**src/rtl/linha_pkg.sv**
```systemverilog
// Shared definitions for the bottling-line sequencer: state encoding,
// counter limits and a small output-decode helper.
package linha_pkg;

  typedef enum logic [2:0] {
    S_IDLE      = 3'd0,
    S_MOVE      = 3'd1,
    S_FILL      = 3'd2,
    S_TRANSPORT = 3'd3,
    S_SEAL      = 3'd4,
    S_INSPECT   = 3'd5,
    S_EXIT      = 3'd6,
    S_ALARM     = 3'd7
  } state_t;

  localparam int MAX_COUNT = 99;
  localparam int DOZEN     = 12;

  // Conveyor runs whenever a bottle is travelling between stations.
  function automatic logic is_moving(input state_t s);
    return (s == S_MOVE) || (s == S_TRANSPORT) || (s == S_EXIT);
  endfunction

endpackage

```
**src/rtl/estoque_rolhas.sv**
```systemverilog
// Cork-stock counter: saturates at MAX_COUNT, handles a decrement and a
// refill in the same cycle, and flags low stock one register behind.
module estoque_rolhas
  import linha_pkg::*;
#(
  parameter int LOW_MARK   = 5,
  parameter int REFILL_AMT = 15
) (
  input  logic       clock,
  input  logic       reset,
  input  logic       dec_i,
  input  logic       refill_ack_i,
  output logic [6:0] rolhas_o,
  output logic       refill_req_o
);

  logic [6:0] rolhas_q, rolhas_d;
  logic       refill_req_q;
  logic [7:0] sum;

  // Nine-bit headroom is unnecessary: 99 + REFILL_AMT stays below 256.
  always_comb begin
    sum = {1'b0, rolhas_q}
        + (refill_ack_i ? 8'(REFILL_AMT) : 8'd0)
        - ((dec_i && (rolhas_q != 7'd0)) ? 8'd1 : 8'd0);
    rolhas_d = (sum > 8'(MAX_COUNT)) ? 7'(MAX_COUNT) : sum[6:0];
  end

  // NOTE: sequential state uses non-blocking assignments so every register
  // samples pre-edge values regardless of statement order.
  always_ff @(posedge clock) begin
    if (reset) begin
      rolhas_q     <= 7'd0;
      refill_req_q <= 1'b1;
    end else begin
      rolhas_q     <= rolhas_d;
      refill_req_q <= (rolhas_d <= 7'(LOW_MARK));
    end
  end

  assign rolhas_o     = rolhas_q;
  assign refill_req_o = refill_req_q;

endmodule

```
**src/rtl/controle_linha.sv**
```systemverilog
// Single-clock bottling-line sequencer: station FSM with watchdog, corking
// timer, accepted-bottle / dozen / batch counters and cork-stock control.
module controle_linha
  import linha_pkg::*;
#(
  parameter int SEAL_CYCLES  = 4,
  parameter int TIMEOUT      = 1000000,
  parameter int LOW_MARK     = 5,
  parameter int REFILL_AMT   = 15,
  parameter int BATCH_DOZENS = 10
) (
  input  logic       clock,
  input  logic       reset,
  input  logic       enable,
  input  logic       pg,
  input  logic       ch,
  input  logic       ro,
  input  logic       cq,
  input  logic       eb,
  input  logic       refill_ack,
  output logic       motor,
  output logic       ev,
  output logic       ve,
  output logic       alarme,
  output logic       refill_req,
  output logic [6:0] rolhas,
  output logic [3:0] garrafas,
  output logic [6:0] duzias,
  output logic       duzia_pulse,
  output logic       lote_pulse,
  output logic       reject,
  output logic [2:0] estado
);

  localparam int WD_W = $clog2(TIMEOUT);
  localparam int SC_W = $clog2(SEAL_CYCLES + 1);

  state_t            state_q, state_d;
  logic [WD_W-1:0]   wd_q, wd_d;
  logic              seal_act_q, seal_act_d;
  logic [SC_W-1:0]   seal_cnt_q, seal_cnt_d;
  logic              accepted_q, accepted_d;
  logic [3:0]        garrafas_q, garrafas_d;
  logic [6:0]        duzias_q, duzias_d;
  logic              duzia_pulse_q, duzia_pulse_d;
  logic              lote_pulse_q, lote_pulse_d;
  logic              reject_q, reject_d;
  logic              wd_run, timeout, dec;

  estoque_rolhas #(
    .LOW_MARK  (LOW_MARK),
    .REFILL_AMT(REFILL_AMT)
  ) u_estoque (
    .clock       (clock),
    .reset       (reset),
    .dec_i       (dec),
    .refill_ack_i(refill_ack),
    .rolhas_o    (rolhas),
    .refill_req_o(refill_req)
  );

  // Watchdog runs only while waiting on a sensor or on cork stock.
  assign wd_run  = (state_q inside {S_MOVE, S_FILL, S_TRANSPORT, S_EXIT})
                || ((state_q == S_SEAL) && !seal_act_q && (rolhas == 7'd0));
  assign timeout = wd_run && (wd_q == WD_W'(TIMEOUT - 1));

  // NOTE: every signal written here gets a default first, so no path can
  // leave it unassigned and infer a latch.
  always_comb begin
    state_d       = state_q;
    seal_act_d    = seal_act_q;
    seal_cnt_d    = seal_cnt_q;
    accepted_d    = accepted_q;
    garrafas_d    = garrafas_q;
    duzias_d      = duzias_q;
    duzia_pulse_d = 1'b0;
    lote_pulse_d  = 1'b0;
    reject_d      = 1'b0;
    dec           = 1'b0;

    if (timeout) begin
      state_d = S_ALARM;
    end else begin
      unique case (state_q)
        S_IDLE:      if (enable) state_d = S_MOVE;
        S_MOVE:      if (pg) state_d = S_FILL;
        S_FILL:      if (ch) state_d = S_TRANSPORT;
        S_TRANSPORT: if (ro) state_d = S_SEAL;
        S_SEAL: begin
          if (seal_act_q) begin
            dec = (seal_cnt_q == '0);
            if (seal_cnt_q == SC_W'(SEAL_CYCLES - 1)) begin
              state_d    = S_INSPECT;
              seal_act_d = 1'b0;
              seal_cnt_d = '0;
            end else begin
              seal_cnt_d = seal_cnt_q + SC_W'(1);
            end
          end else if (rolhas != 7'd0) begin
            seal_act_d = 1'b1;
            seal_cnt_d = '0;
          end
        end
        S_INSPECT: begin
          accepted_d = cq;
          reject_d   = !cq;
          state_d    = S_EXIT;
        end
        S_EXIT: begin
          if (eb) begin
            state_d = S_MOVE;
            if (accepted_q) begin
              if (garrafas_q == 4'(DOZEN - 1)) begin
                garrafas_d    = 4'd0;
                duzia_pulse_d = 1'b1;
                if (duzias_q == 7'(BATCH_DOZENS - 1)) begin
                  duzias_d     = 7'd0;
                  lote_pulse_d = 1'b1;
                end else begin
                  duzias_d = duzias_q + 7'd1;
                end
              end else begin
                garrafas_d = garrafas_q + 4'd1;
              end
            end
          end
        end
        S_ALARM: ;
        default: state_d = S_IDLE;
      endcase
    end

    // Line switched off overrides sensors and watchdog; stock is kept.
    if (!enable) begin
      state_d       = S_IDLE;
      seal_act_d    = 1'b0;
      seal_cnt_d    = '0;
      garrafas_d    = 4'd0;
      duzias_d      = 7'd0;
      duzia_pulse_d = 1'b0;
      lote_pulse_d  = 1'b0;
      reject_d      = 1'b0;
    end

    if (state_d != state_q) wd_d = '0;
    else if (wd_run)        wd_d = wd_q + WD_W'(1);
    else                    wd_d = wd_q;
  end

  always_ff @(posedge clock) begin
    if (reset) begin
      state_q       <= S_IDLE;
      wd_q          <= '0;
      seal_act_q    <= 1'b0;
      seal_cnt_q    <= '0;
      accepted_q    <= 1'b0;
      garrafas_q    <= 4'd0;
      duzias_q      <= 7'd0;
      duzia_pulse_q <= 1'b0;
      lote_pulse_q  <= 1'b0;
      reject_q      <= 1'b0;
    end else begin
      state_q       <= state_d;
      wd_q          <= wd_d;
      seal_act_q    <= seal_act_d;
      seal_cnt_q    <= seal_cnt_d;
      accepted_q    <= accepted_d;
      garrafas_q    <= garrafas_d;
      duzias_q      <= duzias_d;
      duzia_pulse_q <= duzia_pulse_d;
      lote_pulse_q  <= lote_pulse_d;
      reject_q      <= reject_d;
    end
  end

  assign motor       = is_moving(state_q);
  assign ev          = (state_q == S_FILL);
  assign ve          = (state_q == S_SEAL) && seal_act_q;
  assign alarme      = (state_q == S_ALARM);
  assign garrafas    = garrafas_q;
  assign duzias      = duzias_q;
  assign duzia_pulse = duzia_pulse_q;
  assign lote_pulse  = lote_pulse_q;
  assign reject      = reject_q;
  assign estado      = state_q;

endmodule

```
**config.mk**
```make
export PLATFORM = sky130hd
export DESIGN_NAME = controle_linha
export DESIGN_NICKNAME = d
export VERILOG_FILES = /design/src/rtl/linha_pkg.sv /design/src/rtl/estoque_rolhas.sv /design/src/rtl/controle_linha.sv
export SDC_FILE = /design/constraint.sdc
export NUM_CORES = 1
export LEC_CHECK = 0
export CAP_MARGIN = 20
export CORE_ASPECT_RATIO = 0.9
export CORE_UTILIZATION = 48
export CTS_CLUSTER_DIAMETER = 150
export DETAILED_ROUTE_END_ITERATION = 6
export PLACE_DENSITY_LB_ADDON = 0.08
export SETUP_SLACK_MARGIN = 0.5
export SLEW_MARGIN = 5
export SYNTH_ARGS = -nofsm -noshare
export SYNTH_HDL_FRONTEND = slang
export SYNTH_SLANG_ARGS = --single-unit
```
**constraint.sdc**
```tcl
create_clock -name clock -period 8.7 [get_ports clock]
set_clock_uncertainty 0.2 [all_clocks]
set_input_delay 1.74 -clock clock [delete_from_list [all_inputs] [get_ports clock]]
set_output_delay 1.74 -clock clock [all_outputs]
set_load 0.02 [all_outputs]
```
* Word level (Yosys, flattened, before mapping) *
Index checks and enable logic that the tools add are counted.
Widths: inputs -> output; s select.

storage, ports and cells
  output and inout port bits = 29
  bits in registers = 50

cells by class
  bitwise logic cells = 7
  add/subtract/negate cells = 6
  reduce and logical (&&, ||, !) cells = 26
  multiplexer cells = 25
  $lt $le $gt $ge = 2
  eq/ne operators = 12

operator list
  operator               count
  $mux 3                 11
  $pmux 3 s7             1
  $add 20x1->20 const B  1
  $eq 20x20->1 const B   1
  $mux 7                 2
  $eq 3x3->1 const B     4
  $eq 3x2->1 const B     3
  $mux 1                 9
  $add 7x8->8            1
  $gt 8x7->1 const B     1
  $mux 4                 2
  $sub 8x8->8            1
  $add 7x1->7 const B    1
  $eq 7x4->1 const B     1
  $le 7x3->1 const B     1
  $logic_not 7->1        1
  $not 1->1              7
  $reduce_bool 7->1      1
  $reduce_or 7->1        1
  $logic_not 3->1        2
  $reduce_or 6->1        1
  $logic_and 1x1->1      5
  $reduce_and 5->1       1
  $add 4x1->4 const B    1
  other kinds (13)       18

* Logic depth before layout (Yosys ltp) *
  depth in word-level cells = 12
  mapped depth = 14
  mapped depth without buffers = 13

* Modules after synthesis *
A second synthesis with hierarchy kept.

second synthesis, totals
  cells, all modules = 361
  area, all modules = 2979.1 um^2

by module, submodules not included
  module          cells each  times used  area each (um^2)  sequential area each (um^2)
  controle_linha  269         1           2213.4            840.8
  estoque_rolhas  92          1           765.7             160.2

* Worst setup path after synthesis *
OpenSTA, ideal clock, no wires.

  kind = in2reg
  start = in refill_ack
  end = reg u_estoque.rolhas_q[0], in the netlist u_estoque.rolhas_o[0]
  arrival = 3.720 ns
  setup slack = 4.641 ns
  required time = 8.361 ns
  cell stages on the path = 9
  path through = inv_1 ha_1 inv_1 fa_1 a211oi_1 nor4_1 nor4b_1 a311o_1 a31oi_1

between the ends
  word-level cells in the longest chain between the ends = 5

RTL lines
  item                  RTL line              text
  start, declared       controle_linha.sv:20  input logic refill_ack,
  $mux 4 *              estoque_rolhas.sv:24  + (refill_ack_i ? 8'(REFILL_AMT) : 8'd0)
  $add 7x8->8 *         estoque_rolhas.sv:24
  $sub 8x8->8 *         estoque_rolhas.sv:25  - ((dec_i && (rolhas_q != 7'd0)) ? 8'd1 : 8'd0);
  $gt 8x7->1            estoque_rolhas.sv:26  rolhas_d = (sum > 8'(MAX_COUNT)) ? 7'(MAX_COUNT) : sum[6:0];
  $mux 7 *              estoque_rolhas.sv:26
  end signal, assigned  estoque_rolhas.sv:36  rolhas_q <= rolhas_d;
  end, declared         estoque_rolhas.sv:17  logic [6:0] rolhas_q, rolhas_d;

Every way passes the cells marked *; elsewhere a longest branch is shown, timed or not.
A chain may end at the register's enable or synchronous reset.

* Final worst setup path *
Same ends and word-level chain as after synthesis.

==> impl_metrics.json <==
{
  "fillCellCount": 582,
  "cpPeakStageDelay_ns": 0.51,
  "synth.avg_cell_area_um2": 8.72,
  "swShare_pct": 35.7,
  "p_leak_nw": 1.27,
  "cts_buffer_depth": 2,
  "grt_pass1_vias": 2455,
  "endpoint_kind": "register",
  "path_buf_inv": 3,
  "fp.dieH_um": 79.5,
  "die_x_um": 88.1,
  "regArea_mm2": 0.00100,
  "yosysTopAreaCell": "dfxtp_1",
  "synthArstFlopShare_pct": 0,
  "ant_nets": 0,
  "yosysTopAreaCellShare_pct": 31.3,
  "power_frac_comb_pct": 40.1,
  "grt-ovfl-total": 0,
  "path_common_cell": "inv_1",
  "hold_violations": 0,
  "crit_chain": "clkdlybuf4s50_1 > inv_1 > ha_1 > inv_1 > fa_1 > a211oi_1 > nor4_1 > nor4b_1 > a311o_1 > a31oi_1",
  "drive_gt1_share_pct": 9.82,
  "root_buffer": "clkbuf_8",
  "yosysMostFrequentCell": "dfxtp_1",
  "wl_per_cell_um": 14.2,
  "initial_utilization_pct": 50.9,
  "period_share_pct": 51.8,
  "synth_seq_cells": 50,
  "slew_headroom_pct": 37.1,
  "cts_setup_buffers": 0,
  "multiInputGateArea_mm2": 0.00201,
  "r2r-start": "estado[2]",
  "cp_max_fo": 5,
  "r2r-end": "u_estoque.rolhas_o[0]",
  "cap_violations": 0,
  "powerDensity_mw_per_mm2": 189,
  "peakVddDrop_v": 0.0000814,
  "r2r_slack_ns": 4.22,
  "cts_resized": 0,
  "drcViolationCount": 0,
  "grt_usage_pct": 21.4,
  "cp.required_ns": 8.66,
  "syn_area_mm2": 0.00320,
  "rsz0062_at_grt": "false",
  "num_rows": 27,
  "dp_hpwl_um": 4960,
  "p_sw_w": 0.000253,
  "grt_max_degree": 24,
  "antennaDiodeCount": 0,
  "netlist_top_cells_area": "dfxtp_1 31%, ha_1 7.0%, nor3_2 6.3%, xnor2_1 6.0%, a21oi_1 3.8%",
  "io_buffers": 37,
  "clkTransAtPathRegs_ns": 0.09,
  "yosysUniqueCellTypes": 61,
  "grt_pass1_wl_um": 11900,
  "synth_edf_count": 0,
  "startpoint_type": "input port",
  "yosysWarnings": 0,
  "finalSetupViolations": 0,
  "syn_nets": 395,
  "firstDrtPassIters": 4,
  "hp-start": "seal_cnt_q[2]",
  "cts_tree": "yes",
  "setup_tns_ns": 0,
  "hp-class": "register to register",
  "fin_crit_ns": 4.51,
  "ys.flop_type": "dfxtp_1",
  "numCtsBuffers": 5,
  "core-area_mm2": 0.00628,
  "hold_end": "seal_cnt_q[2]",
  "final_nets": 425,
  "post_drt_via_cell_ratio": 5.62,
  "p_total_w": 0.000708,
  "fmax_mhz": 222,
  "clk_latency_ns": 0.30,
  "pwr-share-clk_pct": 23.3,
  "clock-sinks": 50,
  "status": "complete, no violations",
  "syn_inst": 367,
  "crit_family": "compound AO/OA/AOI/OAI gates",
  "htree_levels": 2,
  "min_path_cells": 2,
  "wirelength_um": 6880,
  "antenna_found_initial": 0,
  "r2r_cells": 13,
  "drt_iter0_drc": 139,
  "hold_buffers": 0,
  "area_growth_pct": 16.9,
  "io_pins": 38,
  "p_int_w": 0.000455,
  "worstSetupPathType": "input port to register",
  "slew_violations": 0,
  "share_seq_of_total_power_pct": 36.6,
  "crit_path_top_delay_cell": "nor4b_1",
  "synth_seq_area_share_pct": 31.3,
  "worstMarginPinSlew_ns": 0.944,
  "ys_top_cells_by_count": "50 x dfxtp_1, 31 x inv_1, 24 x a21oi_1",
  "die_area_mm2": 0.00700,
  "worstPathArrival_ns": 4.47,
  "gp_congestion": 0.839,
  "num_vias": 2719
}
## how the worst max path moves through the flow
stage	from	end	slack, ns	cells after the start
final	refill_ack	u_estoque.rolhas_o[0]	4.19	10
after floorplan	refill_ack	u_estoque.rolhas_o[0]	4.64	9
after detailed placement	refill_ack	u_estoque.rolhas_o[1]	3.88	10
after global placement	refill_ack	u_estoque.rolhas_o[0]	3.94	10
after global routing	estado[2]	u_estoque.rolhas_o[0]	3.84	13
after CTS	estado[2]	u_estoque.rolhas_o[0]	4.16	13
## power by group through the flow
stage	Combinational [W]	Sequential, W	Clock (W)
after global routing	0.000319	0.000262	0.000182
after global placement	0.000280	0.000265	0
after detailed placement	0.000281	0.000265	0
after floorplan	0.000193	0.000277	0
after CTS	0.000284	0.000260	0.000172
final	0.000284	0.000259	0.000165
## routing by layer
metal	share of wire, %	GRT usage (%)	up-vias
li1	-	-	1399
met1	51	30.6	1272
met2	44	32.9	44
met3	4.0	3.72	4
met4	0.71	5.81	0
met5	0	0	-
## cell usage in the layout (no fill, tap or decap), types with 10 or more instances in the layout
cell	instances
o21ai_0	13
xnor2_1	22
inv_1	31
nor3_2	20
ha_1	18
nand2_1	20
dfxtp_1	50
nor2_1	12
nand4_1	10
clkdlybuf4s50_1	37
a21oi_1	24
nand2b_1	10
## cells by family (layout without fill, tap and decap cells)
kind of cell	count (synthesis)	in the layout	share of synthesized area (%)
mux	5	5	1.60
compound gates	85	85	18.2
flops	50	50	31.3
fa+ha+maj	19	19	7.67
buf+inv	47	77	6.06
xor+xnor	23	23	6.30
simple gates	138	138	28.9
## metrics by stage
| stage | setup slack [ns] | utilization (%) | hold slack [ns] | instance area [um^2] | std cells |
|---|---|---|---|---|---|
| 2_1_floorplan | 4.64 | - | 0.225 | 3200 | 367 |
| 3_3_place_gp | 3.94 | 57.7 | 0.247 | 3630 | 477 |
| 3_5_place_dp | 3.88 | 57.7 | 0.254 | 3630 | 477 |
| 4_1_cts | 4.16 | 59.5 | 0.267 | 3740 | 484 |
| 5_1_grt | 3.84 | 59.5 | 0.301 | 3740 | 484 |
| 6_report | 4.19 | 59.5 | 0.261 | 3740 | 484 |
## sequential cells by signal, summed over array words and instances, names as in the netlist
name and count:
u_estoque.rolhas_o 7, duzias 7, accepted_q 1, garrafas 4, reject 1, wd_q 20, estado 3, seal_act_q 1
lote_pulse 1, duzia_pulse 1, seal_cnt_q 3, u_estoque.refill_req_o 1
## area by class of cell
cell class	instances	share of cell area [%]
Sequential cell	50	26.8
Multi-Input combinational cell	270	53.9
Clock inverter	1	0.803
Inverter	31	3.11
Tap cell	87	2.91
Timing Repair Buffer	39	10.3
Clock buffer	6	2.21
## worst register-to-register path, stage by stage, from the launching register on
cell	delay, ns
dfxtp_1	0.68
nor2b_1	0.37
nor2b_1	0.29
and2_1	0.20
nor4bb_1	0.40
ha_1	0.19
inv_1	0.04
ha_1	0.20
fa_1	0.41
a211oi_1	0.40
nor4_1	0.10
nor4b_1	0.51
a311o_1	0.27
a31oi_1	0.10
Note: power is estimated with default switching activity, not from simulation.
